`src/rtl/breakout_pkg.sv`:
```
`default_nettype none
// ============================================================================
//  Module   : breakout_pkg
//  Purpose  : Shared Breakout definitions: game-flow state encoding, default
//             game-controller settings and screen limits used by the ball
//             mover.
//  Ports    : none (package)
//  Revision : 1.0 - initial release
// ============================================================================
package breakout_pkg;

   // Game-flow states. The values are visible on the LEDs, so they are fixed.
   typedef enum logic [2:0] {
      ST_IDLE  = 3'd0,
      ST_SERVE = 3'd1,
      ST_PLAY  = 3'd2,
      ST_MISS  = 3'd3,
      ST_OVER  = 3'd4,
      ST_WIN   = 3'd5
   } state_t;

   // Default game-controller settings
   localparam int c_lives_dflt          = 3;
   localparam int c_lives_w_dflt        = 2;
   localparam int c_serve_ticks_dflt    = 60;
   localparam int c_hits_per_level_dflt = 8;
   localparam int c_max_level_dflt      = 7;
   localparam int c_score_w_dflt        = 10;
   localparam int c_level_w             = 3;

   // Screen limits shared with the ball mover
   localparam int c_screen_w            = 640;
   localparam int c_screen_h            = 480;

endpackage
`default_nettype wire

```
`src/rtl/game_ctrl_if.sv`:
```
`default_nettype none
// ============================================================================
//  Module   : game_ctrl_if
//  Purpose  : Bundle of game-controller signals between the sequencer and
//             the board/ball mover/brick field.
//  Ports    : frame_tick, start_btn, endgame, hit_bar, brick_hit,
//             bricks_left_zero (into the sequencer); ball_run, lives, score,
//             speed_level, state, game_over, win (out of the sequencer).
//             modport slave  : used by game_ctrl
//             modport master : used by the surrounding system / testbench
//  Revision : 1.0 - initial release
// ============================================================================
interface game_ctrl_if #(
   parameter int LIVES_W = 2,
   parameter int SCORE_W = 10
);
   logic               frame_tick;
   logic               start_btn;
   logic               endgame;
   logic               hit_bar;
   logic               brick_hit;
   logic               bricks_left_zero;
   logic               ball_run;
   logic [LIVES_W-1:0] lives;
   logic [SCORE_W-1:0] score;
   logic [2:0]         speed_level;
   logic [2:0]         state;
   logic               game_over;
   logic               win;

   modport slave (
      input  frame_tick, start_btn, endgame, hit_bar, brick_hit, bricks_left_zero,
      output ball_run, lives, score, speed_level, state, game_over, win
   );

   modport master (
      output frame_tick, start_btn, endgame, hit_bar, brick_hit, bricks_left_zero,
      input  ball_run, lives, score, speed_level, state, game_over, win
   );
endinterface
`default_nettype wire

```
`src/rtl/rise_detect.sv`:
```
`default_nettype none
// ============================================================================
//  Module   : rise_detect
//  Purpose  : One-bit rising-edge detector. The delay register updates every
//             cycle; rise is high for the first cycle din is seen high.
//  Ports    : clock, reset (sync, active-high), din (level), rise (pulse)
//  Revision : 1.0 - initial release
// ============================================================================
module rise_detect (
   input  wire logic clock,
   input  wire logic reset,
   input  wire logic din,
   output logic      rise
);
   logic r_din_q;

   always_ff @(posedge clock) begin
      if (reset) r_din_q <= 1'b0;
      else       r_din_q <= din;
   end

   assign rise = din & ~r_din_q;
endmodule
`default_nettype wire

```
`src/rtl/game_ctrl.sv`:
```
`default_nettype none
// ============================================================================
//  Module   : game_ctrl
//  Purpose  : Breakout game sequencer. Runs the game flow (idle, serve, play,
//             miss, over, win), gates the ball mover via ball_run and keeps
//             lives, score and speed level.
//  Ports    : clock, reset (sync, active-high)
//             bus (game_ctrl_if.slave): frame_tick, start_btn, endgame,
//             hit_bar, brick_hit, bricks_left_zero in; ball_run, lives,
//             score, speed_level, state, game_over, win out.
//  Revision : 1.0 - initial release
// ============================================================================
module game_ctrl
   import breakout_pkg::*;
#(
   parameter int LIVES          = c_lives_dflt,
   parameter int LIVES_W        = c_lives_w_dflt,
   parameter int SERVE_TICKS    = c_serve_ticks_dflt,
   parameter int HITS_PER_LEVEL = c_hits_per_level_dflt,
   parameter int MAX_LEVEL      = c_max_level_dflt,
   parameter int SCORE_W        = c_score_w_dflt
) (
   input  wire logic     clock,
   input  wire logic     reset,
   game_ctrl_if.slave    bus
);
   localparam int c_serve_w = $clog2(SERVE_TICKS + 1);
   localparam int c_hit_w   = $clog2(HITS_PER_LEVEL + 1);

   localparam logic [c_serve_w-1:0] c_serve_last = c_serve_w'(SERVE_TICKS - 1);
   localparam logic [c_hit_w-1:0]   c_hit_last   = c_hit_w'(HITS_PER_LEVEL - 1);
   localparam logic [c_level_w-1:0] c_max_level  = c_level_w'(MAX_LEVEL);
   localparam logic [LIVES_W-1:0]   c_lives_load = LIVES_W'(LIVES);

   state_t                 r_state;
   logic [LIVES_W-1:0]     r_lives;
   logic [SCORE_W-1:0]     r_score;
   logic [c_level_w-1:0]   r_level;
   logic [c_serve_w-1:0]   r_serve_cnt;
   logic [c_hit_w-1:0]     r_hit_cnt;

   logic                   w_start_rise;
   logic                   w_bar_rise;

   rise_detect u_start_rise (
      .clock (clock),
      .reset (reset),
      .din   (bus.start_btn),
      .rise  (w_start_rise)
   );

   // hit_bar stays high while the ball overlaps the bar, so only its
   // leading edge counts as one bar hit.
   rise_detect u_bar_rise (
      .clock (clock),
      .reset (reset),
      .din   (bus.hit_bar),
      .rise  (w_bar_rise)
   );

   always_ff @(posedge clock) begin
      if (reset) begin
         r_state     <= ST_IDLE;
         r_lives     <= '0;
         r_score     <= '0;
         r_level     <= '0;
         r_serve_cnt <= '0;
         r_hit_cnt   <= '0;
      end else begin
         case (r_state)
            ST_IDLE: begin
               if (w_start_rise) begin
                  r_state     <= ST_SERVE;
                  r_lives     <= c_lives_load;
                  r_score     <= '0;
                  r_level     <= '0;
                  r_serve_cnt <= '0;
                  r_hit_cnt   <= '0;
               end
            end

            ST_SERVE: begin
               if (bus.frame_tick) begin
                  if (r_serve_cnt == c_serve_last) begin
                     r_state     <= ST_PLAY;
                     r_serve_cnt <= '0;
                  end else begin
                     r_serve_cnt <= r_serve_cnt + c_serve_w'(1);
                  end
               end
            end

            ST_PLAY: begin
               // Scoring and speed-up happen even on the cycle we leave PLAY,
               // so the brick that clears the field still counts.
               if (bus.brick_hit && (r_score != '1))
                  r_score <= r_score + SCORE_W'(1);

               if (w_bar_rise) begin
                  if (r_hit_cnt == c_hit_last) begin
                     r_hit_cnt <= '0;
                     if (r_level < c_max_level)
                        r_level <= r_level + c_level_w'(1);
                  end else begin
                     r_hit_cnt <= r_hit_cnt + c_hit_w'(1);
                  end
               end

               if (bus.bricks_left_zero)  r_state <= ST_WIN;
               else if (bus.endgame)      r_state <= ST_MISS;
            end

            // Single cycle with the ball frozen so the mover can drop endgame.
            ST_MISS: begin
               if (r_lives <= LIVES_W'(1)) begin
                  r_lives <= '0;
                  r_state <= ST_OVER;
               end else begin
                  r_lives     <= r_lives - LIVES_W'(1);
                  r_serve_cnt <= '0;
                  r_state     <= ST_SERVE;
               end
            end

            ST_OVER, ST_WIN: begin
               if (w_start_rise) r_state <= ST_IDLE;
            end

            default: r_state <= ST_IDLE;
         endcase
      end
   end

   // Moore decode of registered state and counters
   assign bus.ball_run    = (r_state == ST_PLAY);
   assign bus.game_over   = (r_state == ST_OVER);
   assign bus.win         = (r_state == ST_WIN);
   assign bus.state       = r_state;
   assign bus.lives       = r_lives;
   assign bus.score       = r_score;
   assign bus.speed_level = r_level;
endmodule
`default_nettype wire

```
`src/flat_wrapper.sv`:
```
// flat-port wrapper written by rule: the top's interface ports become plain ports
module game_ctrl_flat import breakout_pkg::*;
#(
   parameter int LIVES          = c_lives_dflt,
   parameter int LIVES_W        = c_lives_w_dflt,
   parameter int SERVE_TICKS    = c_serve_ticks_dflt,
   parameter int HITS_PER_LEVEL = c_hits_per_level_dflt,
   parameter int MAX_LEVEL      = c_max_level_dflt,
   parameter int SCORE_W        = c_score_w_dflt
)
  (clock, reset, bus_frame_tick, bus_start_btn, bus_endgame, bus_hit_bar, bus_brick_hit, bus_bricks_left_zero, bus_ball_run, bus_lives, bus_score, bus_speed_level, bus_state, bus_game_over, bus_win);
  game_ctrl_if #(.LIVES_W(LIVES_W), .SCORE_W(SCORE_W)) bus_i ();
  input  wire logic clock;
  input  wire logic reset;
  input wire logic [$bits(bus_i.frame_tick)-1:0] bus_frame_tick;
  input wire logic [$bits(bus_i.start_btn)-1:0] bus_start_btn;
  input wire logic [$bits(bus_i.endgame)-1:0] bus_endgame;
  input wire logic [$bits(bus_i.hit_bar)-1:0] bus_hit_bar;
  input wire logic [$bits(bus_i.brick_hit)-1:0] bus_brick_hit;
  input wire logic [$bits(bus_i.bricks_left_zero)-1:0] bus_bricks_left_zero;
  output wire logic [$bits(bus_i.ball_run)-1:0] bus_ball_run;
  output wire logic [$bits(bus_i.lives)-1:0] bus_lives;
  output wire logic [$bits(bus_i.score)-1:0] bus_score;
  output wire logic [$bits(bus_i.speed_level)-1:0] bus_speed_level;
  output wire logic [$bits(bus_i.state)-1:0] bus_state;
  output wire logic [$bits(bus_i.game_over)-1:0] bus_game_over;
  output wire logic [$bits(bus_i.win)-1:0] bus_win;
  assign bus_i.frame_tick = bus_frame_tick;
  assign bus_i.start_btn = bus_start_btn;
  assign bus_i.endgame = bus_endgame;
  assign bus_i.hit_bar = bus_hit_bar;
  assign bus_i.brick_hit = bus_brick_hit;
  assign bus_i.bricks_left_zero = bus_bricks_left_zero;
  assign bus_ball_run = bus_i.ball_run;
  assign bus_lives = bus_i.lives;
  assign bus_score = bus_i.score;
  assign bus_speed_level = bus_i.speed_level;
  assign bus_state = bus_i.state;
  assign bus_game_over = bus_i.game_over;
  assign bus_win = bus_i.win;
  game_ctrl #(.LIVES(LIVES), .LIVES_W(LIVES_W), .SERVE_TICKS(SERVE_TICKS), .HITS_PER_LEVEL(HITS_PER_LEVEL), .MAX_LEVEL(MAX_LEVEL), .SCORE_W(SCORE_W)) u_core (.clock(clock), .reset(reset), .bus(bus_i));
endmodule
```
`config.mk`:
```
export PLATFORM = sky130hd
export DESIGN_NAME = game_ctrl_flat
export DESIGN_NICKNAME = d
export VERILOG_FILES = /design/src/rtl/breakout_pkg.sv /design/src/rtl/game_ctrl_if.sv /design/src/rtl/rise_detect.sv /design/src/rtl/game_ctrl.sv /design/src/flat_wrapper.sv
export SDC_FILE = /design/constraint.sdc
export NUM_CORES = 1
export LEC_CHECK = 0
export CAP_MARGIN = 0
export CORE_MARGIN = 8
export CORE_UTILIZATION = 25
export DETAILED_ROUTE_END_ITERATION = 8
export GPL_TIMING_DRIVEN = 1
export PLACE_DENSITY = 0.49
export RECOVER_POWER = 50
export SLEW_MARGIN = 20
export SYNTH_ARGS = -nofsm -noshare
export SYNTH_HDL_FRONTEND = slang
export SYNTH_SLANG_ARGS = --single-unit
```
`constraint.sdc`:
```
create_clock -name clock -period 2.2 [get_ports clock]
set_input_delay 0.22 -clock clock [delete_from_list [all_inputs] [get_ports clock]]
set_output_delay 0.22 -clock clock [all_outputs]
set_load 0.05 [all_outputs]
```
---- After elaboration in Yosys (flattened, before gate mapping) ----
Cells that the tools add are included.
storage, ports and cells
  input port bits ......................... 8
  flip-flop bits (word level) ............. 30
operators by class
  eq/ne operators ......................... 18
  multiplexer cells ....................... 27
  reduce and logical (&&, ||, !) cells .... 12
  bitwise logic cells ..................... 4
  order comparisons ....................... 2
  add/subtract/negate cells ............... 5
operators with widths
  operator                                                                  count
  3-bit two-way mux                                                         10
  6-bit two-way mux                                                         4
  10-bit two-way mux                                                        2
  10-bit case mux with 2 select lines                                       1
  6-bit case mux with 3 select lines                                        1
  3-bit case mux with 5 select lines                                        1
  4-bit two-way mux                                                         3
  10-bit by 1-bit adder with 10-bit output (second input constant)          1
  10-bit inequality test (second input constant)                            1
  2-bit by 1-bit inequality test with 1-bit output (second input constant)  5
  5-bit AND reduction                                                       2
  2-bit inequality test (second input constant)                             4
  4-bit case mux with 2 select lines                                        1
  6-bit by 1-bit adder with 6-bit output (second input constant)            1
  3-bit by 2-bit == test with 1-bit output (second input constant)          2
  3-bit == test (second input constant)                                     2
  6-bit == test (second input constant)                                     1
  3-bit case mux with 2 select lines                                        1
  3-bit AND reduction                                                       2
  4-bit by 1-bit adder with 4-bit output (second input constant)            1
  4-bit by 3-bit == test with 1-bit output (second input constant)          1
  2-bit two-way mux                                                         2
  2-bit case mux with 2 select lines                                        1
  4-bit AND reduction                                                       1
  14 further kinds                                                          17

---- Longest topological paths before layout ----
Gate-level depths: netlist of the first run.
  word-level depth ........................ 5
  gate-level depth with buffers ........... 6
  mapped depth without buffers ............ 5

---- Hierarchy ----
A second synthesis of the first run with hierarchy kept.
second synthesis, totals
  cells, all modules ...................... 199
  area total of the unflattened synthesis .. 1721.7 um^2
by module, submodules not included
  module       instances  cells an instance  sequential area each (um^2)  area each (um^2)
  game_ctrl    1          193                560.5                        1626.6
  rise_detect  2          3                  20.0                         47.5

---- Least setup slack after synthesis of the first run ----
Ideal clock, no wire load.
  path type ............................... register to register
  start ................................... register u_core.r_score[0], in the netlist u_core.bus.score[0]
  end ..................................... register u_core.r_score[6], in the netlist u_core.bus.score[6]
  arrival time ............................ 2038 ps
  buffers on the path ..................... 1
  library setup time ...................... 74 ps
  cell stages (with the launch flop) ...... 7
  data required time ...................... 2126 ps
  period minus slack after synthesis ...... 2113 ps
  slack ................................... 87 ps
  path through ............................ dfxtp_1 ha_1 nand3_1 o31ai_1 buf_2 nand3_1 a31oi_1
between the ends
  longest elaborated chain between the ends .. 4
RTL lines
  item                                                                                              line             text
  start, declared                                                                                   game_ctrl.sv:37  logic [SCORE_W-1:0] r_score;
  start signal, assigned                                                                            game_ctrl.sv:97  r_score <= r_score + SCORE_W'(1);
  parallel branches: the longest is 4 deep, another holds 10-bit by 1-bit adder with 10-bit output  n/a
Several ways; the timed one is not identified. The select of a mux whose other input is x is not followed.
A chain may end at the register's enable or synchronous reset.

---- Worst setup path after layout of the first run ----
  start ................................... register u_core.r_state[0], in the netlist u_core.bus.state[0]
  end ..................................... output port bus_state[0]
RTL lines
  item                    line                text
  start, declared         game_ctrl.sv:35     state_t r_state;
  start signal, assigned  game_ctrl.sv:63     r_state <= ST_IDLE;
  start signal, assigned  game_ctrl.sv:73     r_state <= ST_SERVE;
  start signal, assigned  game_ctrl.sv:85     r_state <= ST_PLAY;
  end, declared           flat_wrapper.sv:25  output wire logic [$bits(bus_i.state)-1:0] bus_state;
No word-level cell between the ends.

==> results.sh, run 1 <==
export IMPL_via_per_inst=5.20
export IMPL_end_kind="primary output"
export IMPL_first_pass_iters=4
export IMPL_min_period_ns=1.98
export IMPL_grt_pass1_wl_microns=7270
export IMPL_ys_seq_area_share_pct=36.3
export IMPL_fp_row_count=29
export IMPL_totalPowerFinal_uw=1460
export IMPL_hold_end="u_core.r_serve_cnt[1]"
export IMPL_r2r_start="u_core.bus.state[0]"
export IMPL_critical_path_arrival_ns=1.76
export IMPL_core_sq_um=6390
export IMPL_finalCritPeriodShare_pct=90.1
export IMPL_insertion_delay_ns=0.28
export IMPL_worst_slack_ns=0.219
export IMPL_r2r_slack_ns=0.28
export IMPL_synth_seq_cells=30
export IMPL_drtIter0Drc=80
export IMPL_place_ws_ns=0.0814
export IMPL_syn_area_sq_um=1660
export IMPL_dieArea_sq_um=9490
export IMPL_synth_top_cell_area_share_pct=36.3
export IMPL_overflow=0
export IMPL_drv_slew=0
export IMPL_fmax_ghz=0.505
export IMPL_grt_setup_unrepaired="no"
export IMPL_cts_root_buf="clkbuf_8"
export IMPL_drcViolationCount=0
export IMPL_synth_mux_area_share_pct=2.42
export IMPL_cts_resized=0
export IMPL_clkSlewWorstSetupHoldPaths_ns=0.07
export IMPL_gp_congestion=0.752
export IMPL_syn_area_per_cell_sq_um=8.32
export IMPL_syn_to_final_growth_pct=29.5
export IMPL_wl_per_cell_microns=13.7
export IMPL_grt_max_degree=16
export IMPL_tightestPinTransition_ns=0.595
export IMPL_syn_nets=211
export IMPL_postSynthCellCount=199
export IMPL_post_cts_setup_buffers=0
export IMPL_ctsHtreeMaxLevel=2
export IMPL_ctsHoldBuffers=0
export IMPL_vias=1629
export IMPL_portBuffers=28
export IMPL_antennaDiodeCount=0
export IMPL_synth_ff_type="dfxtp_1"
export IMPL_synthAdderAreaFrac_pct=3.02
export IMPL_synth_edf_count=0
export IMPL_ant_nets=0
export IMPL_io_pins=29
export IMPL_yosysWarnings=0
export IMPL_fin_skew_ns=0.00919
export IMPL_dieHeight_microns=97.4
export IMPL_holdPathStages=2
export IMPL_worstSetupStartpointType="flip-flop"
export IMPL_min_path_type="flip-flop to flip-flop"
export IMPL_required_ns=1.98
export IMPL_grtUsageTotal_pct=8.91
export IMPL_relSlewSlack_pct=60.5
export IMPL_power_density_nw_per_um2=679
export IMPL_die_x_microns=97.4
export IMPL_cts_tree="yes"
export IMPL_synth_top_family_by_area="simple AND/OR/NAND/NOR gates"
export IMPL_place_hpwl_microns=3200
export IMPL_outcome="finished clean"
export IMPL_criticalPathCategory="flip-flop to primary output"
export IMPL_synth_xor_area_share_pct=0
export IMPL_yosys_top_cells_area="dfxtp_1 36%, nand3_1 6.6%, nand2_1 4.3%"
export IMPL_synthArstFlopShare_pct=0
export IMPL_finalInstanceArea_sq_um=2150
export IMPL_final_hold_viol_count=0
export IMPL_power_leakage_uw=0.000767
export IMPL_dpl_cell_area_sq_um=2080
export IMPL_drive_above_1_share_pct=11.9
export IMPL_finish_utilization_pct=33.6
export IMPL_nets=248
export IMPL_yosys_area_share_simple_pct=31.3
export IMPL_setup_tns_ns=0
export IMPL_yosysTopAreaCell="dfxtp_1"
export IMPL_cts_buffers=5
export IMPL_min_from="u_core.r_serve_cnt[1]"
export IMPL_start_util_pct=25.9
export IMPL_ys_types=59
export IMPL_clock_sinks=30
export IMPL_r2r_cells=4
export IMPL_antenna_found_initial=0
export IMPL_nFillCells=694
export IMPL_route_final_wire_length_microns=4290
export IMPL_ir_drop_v=0.000281
export IMPL_maxCapViolations=0
export IMPL_synth_compound_area_share_pct=21.8
export IMPL_cts_root_to_sink_buffers=2
export IMPL_setup_viol=0
export IMPL_r2r_end="u_core.bus.speed_level[2]"
export IMPL_worst_path_max_fanout=9
export IMPL_grt_pass1_vias=1567
report_power, final:
part	internal [uW]	switching, uW
Combinational	166	268
Sequential	570	34.1
Clock	212	207
stage by stage:
stage,hold slack [ns],instances
finish,0.484,313
global route,0.500,313
CTS,0.480,313
detailed placement,0.470,306
global placement,0.460,306
floorplan,0.348,199
cells in the mapped netlist (2+ instances only):
cell	instances
nor2b_1	5
nand4_1	4
nand3_1	22
a21oi_1	12
o31ai_1	2
nor2_1	8
dfxtp_1	30
ha_1	4
inv_1	4
nor4_1	2
o21ai_0	7
nand2b_1	2
clkbuf_1	3
mux2i_1	4
a311oi_1	2
nand2_1	19
nand3b_1	3
a211oi_1	2
a31oi_1	7
or3_1	4
buf_2	7
o211ai_1	3
a211o_1	2
or4_1	2
nor3_1	5
area by class of cell:
cell class	count	area (sq um)	area share [%]
Sequential cell	30	601	28.0
Tap cell	77	96.3	4.49
Inverter	6	22.5	1.05
Clock inverter	2	10.0	0.466
Clock buffer	5	68.8	3.21
Multi-Input combinational cell	151	971	45.2
Timing Repair Buffer	42	377	17.6
flip-flops by register name (all words and copies together) (netlist names):
name,cells
u_core.bus.state,3
u_core.bus.speed_level,3
u_core.r_hit_cnt,4
u_core.u_start_rise.r_din_q,1
u_core.u_bar_rise.r_din_q,1
u_core.bus.score,10
u_core.bus.lives,2
u_core.r_serve_cnt,6
routing by layer:
metal / track usage [%] / vias to the layer above / share of wire, %
met4: 2.80 / 0 / 0.33
li1: - / 831 / -
met2: 14.3 / 39 / 46
met1: 10.9 / 757 / 49
met5: 0 / - / 0
met3: 2.99 / 2 / 5.5
how the worst max path moves through the flow:
stage,startpoint,to,slack [ns]
after floorplan,u_core.bus.score[0],u_core.bus.score[6],0.09
after global placement,bus_start_btn,u_core.bus.speed_level[2],0.10
after detailed placement,bus_start_btn,u_core.bus.speed_level[2],0.08
after CTS,u_core.bus.state[0],bus_state[0],0.20
after global routing,u_core.bus.state[0],bus_state[0],0.13
final,u_core.bus.state[0],bus_state[0],0.22
cells by family (layout without fill, tap and decap cells):
logic type	after synthesis	count (layout)
buffers and inverters	18	55
flip-flops	30	30
AO/OA/AOI/OAI	52	52
multiplexers	4	4
adder cells (fa/ha/maj)	4	4
AND/OR/NAND/NOR	91	91
cells in the final DEF (no fill, tap or decap), types with 2 or more instances in the layout:
| cell | count |
|---|---|
| a211o_1 | 2 |
| a211oi_1 | 2 |
| a21oi_1 | 12 |
| a311oi_1 | 2 |
| a31oi_1 | 7 |
| buf_4 | 12 |
| clkbuf_1 | 3 |
| clkbuf_8 | 5 |
| clkdlybuf4s50_1 | 10 |
| clkinv_2 | 2 |
| dfxtp_1 | 30 |
| dlygate4sd3_1 | 15 |
| ha_1 | 4 |
| inv_1 | 5 |
| mux2i_1 | 4 |
| nand2_1 | 19 |
| nand2b_1 | 2 |
| nand3_1 | 22 |
| nand3b_1 | 3 |
| nand4_1 | 4 |
| nor2_1 | 8 |
| nor2b_1 | 5 |
| nor3_1 | 5 |
| nor4_1 | 2 |
| o211ai_1 | 3 |
| o21ai_0 | 7 |
| o31ai_1 | 2 |
| or3_1 | 4 |
| or4_1 | 2 |
worst max-delay path, cell delays in order, from the launching register on:
cell and delay [ns]:
dfxtp_1 0.46, buf_4 0.21, clkdlybuf4s50_1 0.81
No activity file was read; power rests on OpenSTA's default activity.
==> run 2, diff against run 1 <==
- CORE_UTILIZATION: 25 -> 52
- PLACE_DENSITY: 0.49 -> 0.84
- TNS_END_PERCENT: not set -> 20
==> run 2 against run 1 <==
Compared with the run above:
- critical path depth is the same
- cell count shrank 11%
- register-to-register slack lost 0.06 ns
- first-iteration DRC count grew 91%
- design area shrank 4.0%
- largest power group unchanged
==> results.sh, run 2 (same netlist as run 1, synthesis figures left out) <==
export IMPL_portBuffers=28
export IMPL_end_kind="primary output"
export IMPL_insertion_delay_ns=0.34
export IMPL_grt_max_degree=16
export IMPL_cts_buffers=5
export IMPL_min_path_type="primary input to flip-flop"
export IMPL_syn_to_final_growth_pct=24.3
export IMPL_outcome="finished clean"
export IMPL_grt_setup_unrepaired="no"
export IMPL_finalCritPeriodShare_pct=90.9
export IMPL_via_per_inst=6.04
export IMPL_required_ns=1.98
export IMPL_drtIter0Drc=153
export IMPL_setup_viol=0
export IMPL_wl_met1_microns=1820
export IMPL_antennaDiodeCount=0
export IMPL_drv_slew=0
export IMPL_final_common_cell="dfxtp_1"
export IMPL_power_leakage_uw=0.000722
export IMPL_fmax_ghz=0.500
export IMPL_ant_nets=0
export IMPL_clock_sinks=30
export IMPL_relSlewSlack_pct=54.1
export IMPL_dieArea_sq_um=5250
export IMPL_tightestPinTransition_ns=0.688
export IMPL_finish_utilization_pct=67.5
export IMPL_start_util_pct=54.3
export IMPL_criticalPathCategory="flip-flop to primary output"
export IMPL_post_cts_setup_buffers=0
export IMPL_maxCapViolations=0
export IMPL_die_x_microns=72.4
export IMPL_dieHeight_microns=72.4
export IMPL_vias=1684
export IMPL_antenna_found_initial=0
export IMPL_drcViolationCount=0
export IMPL_wl_per_cell_microns=14.5
export IMPL_cts_root_to_sink_buffers=2
export IMPL_power_density_nw_per_um2=665
export IMPL_place_hpwl_microns=2890
export IMPL_ctsHoldBuffers=0
export IMPL_gp_congestion=0.853
export IMPL_worstSetupStartpointType="flip-flop"
export IMPL_nets=246
export IMPL_mostFrequentLayoutCells="30 x dfxtp_1, 22 x nand3_1, 19 x nand2_1, 16 x clkdlybuf4s50_1, 12 x a21oi_1"
export IMPL_cts_tree="yes"
export IMPL_cts_resized=0
export IMPL_nFillCells=259
export IMPL_setup_tns_ns=0
export IMPL_clkSlewWorstSetupHoldPaths_ns=0.10
export IMPL_final_hold_viol_count=0
export IMPL_ctsHtreeMaxLevel=2
export IMPL_overflow=0
export IMPL_fin_skew_ns=0.0156
export IMPL_grt_pass1_vias=1549
export IMPL_route_final_wire_length_microns=4040
export IMPL_worst_path_max_fanout=10
export IMPL_io_pins=29
export IMPL_min_period_ns=2.00
export IMPL_first_pass_iters=4
export IMPL_grt_pass1_wl_microns=6820
export IMPL_ir_drop_v=0.000461
export IMPL_totalPowerFinal_uw=1370
export IMPL_dr_wl_met3_microns=303
export IMPL_grtUsageTotal_pct=15.9
export IMPL_largest_reg_flops=10
export IMPL_top_layer_used="met4"
export IMPL_cts_root_buf="clkbuf_4"
export IMPL_drive_above_1_share_pct=9.36
export IMPL_wl_met2_microns=1860
export IMPL_critical_path_arrival_ns=1.78
export IMPL_fp_row_count=20
export IMPL_core_sq_um=3050
-- run 2: metrics by stage --
stage,instances,setup slack [ns],instance area [sq um],hold WS [ns]
6_report,279,0.200,2060,0.474
5_1_grt,279,0.0809,2060,0.487
4_1_cts,279,0.161,2080,0.463
3_5_place_dp,271,0.0403,2020,0.466
3_3_place_gp,271,0.108,2020,0.460
2_1_floorplan,199,0.0874,1660,0.348
-- run 2: power breakdown --
group | internal, uW | switching, uW | leakage, uW
clock network | 155 | 196 | 0.0000353
logic | 151 | 266 | 0.000443
registers | 570 | 31.7 | 0.000243
-- run 2: layer usage --
layer	vias to the layer above	global-route usage, %
li1	829	-
met1	784	18.4
met2	61	25.4
met3	10	6.06
met4	0	7.11
met5	-	0
-- run 2: final timing paths --
| check | cells past startpoint | start | slack [ns] | endpoint |
|---|---|---|---|---|
| min reg2reg | 2 | u_core.r_serve_cnt[1] | 0.48 | u_core.r_serve_cnt[1] |
| max | 2 | u_core.bus.state[0] | 0.20 | bus_state[0] |
| max reg2reg | 4 | u_core.bus.state[0] | 0.22 | u_core.bus.lives[0] |
| min | 2 | bus_hit_bar | 0.47 | u_core.u_bar_rise.r_din_q |
-- run 2: cell type report --
class / instances / area, sq um / share of cell area (%)
multi-input combinational: 151 / 965 / 46.8
timing repair buffer: 40 / 357 / 17.3
inverter: 6 / 22.5 / 1.09
sequential: 30 / 601 / 29.2
clock inverter: 1 / 5.00 / 0.243
clock buffer: 7 / 55.1 / 2.67
tap: 44 / 55.1 / 2.67
-- run 2: critical path: stages (launching register included) --
cell,delay (ns)
dfxtp_1,0.43
buf_4,0.21
clkdlybuf4s50_1,0.82
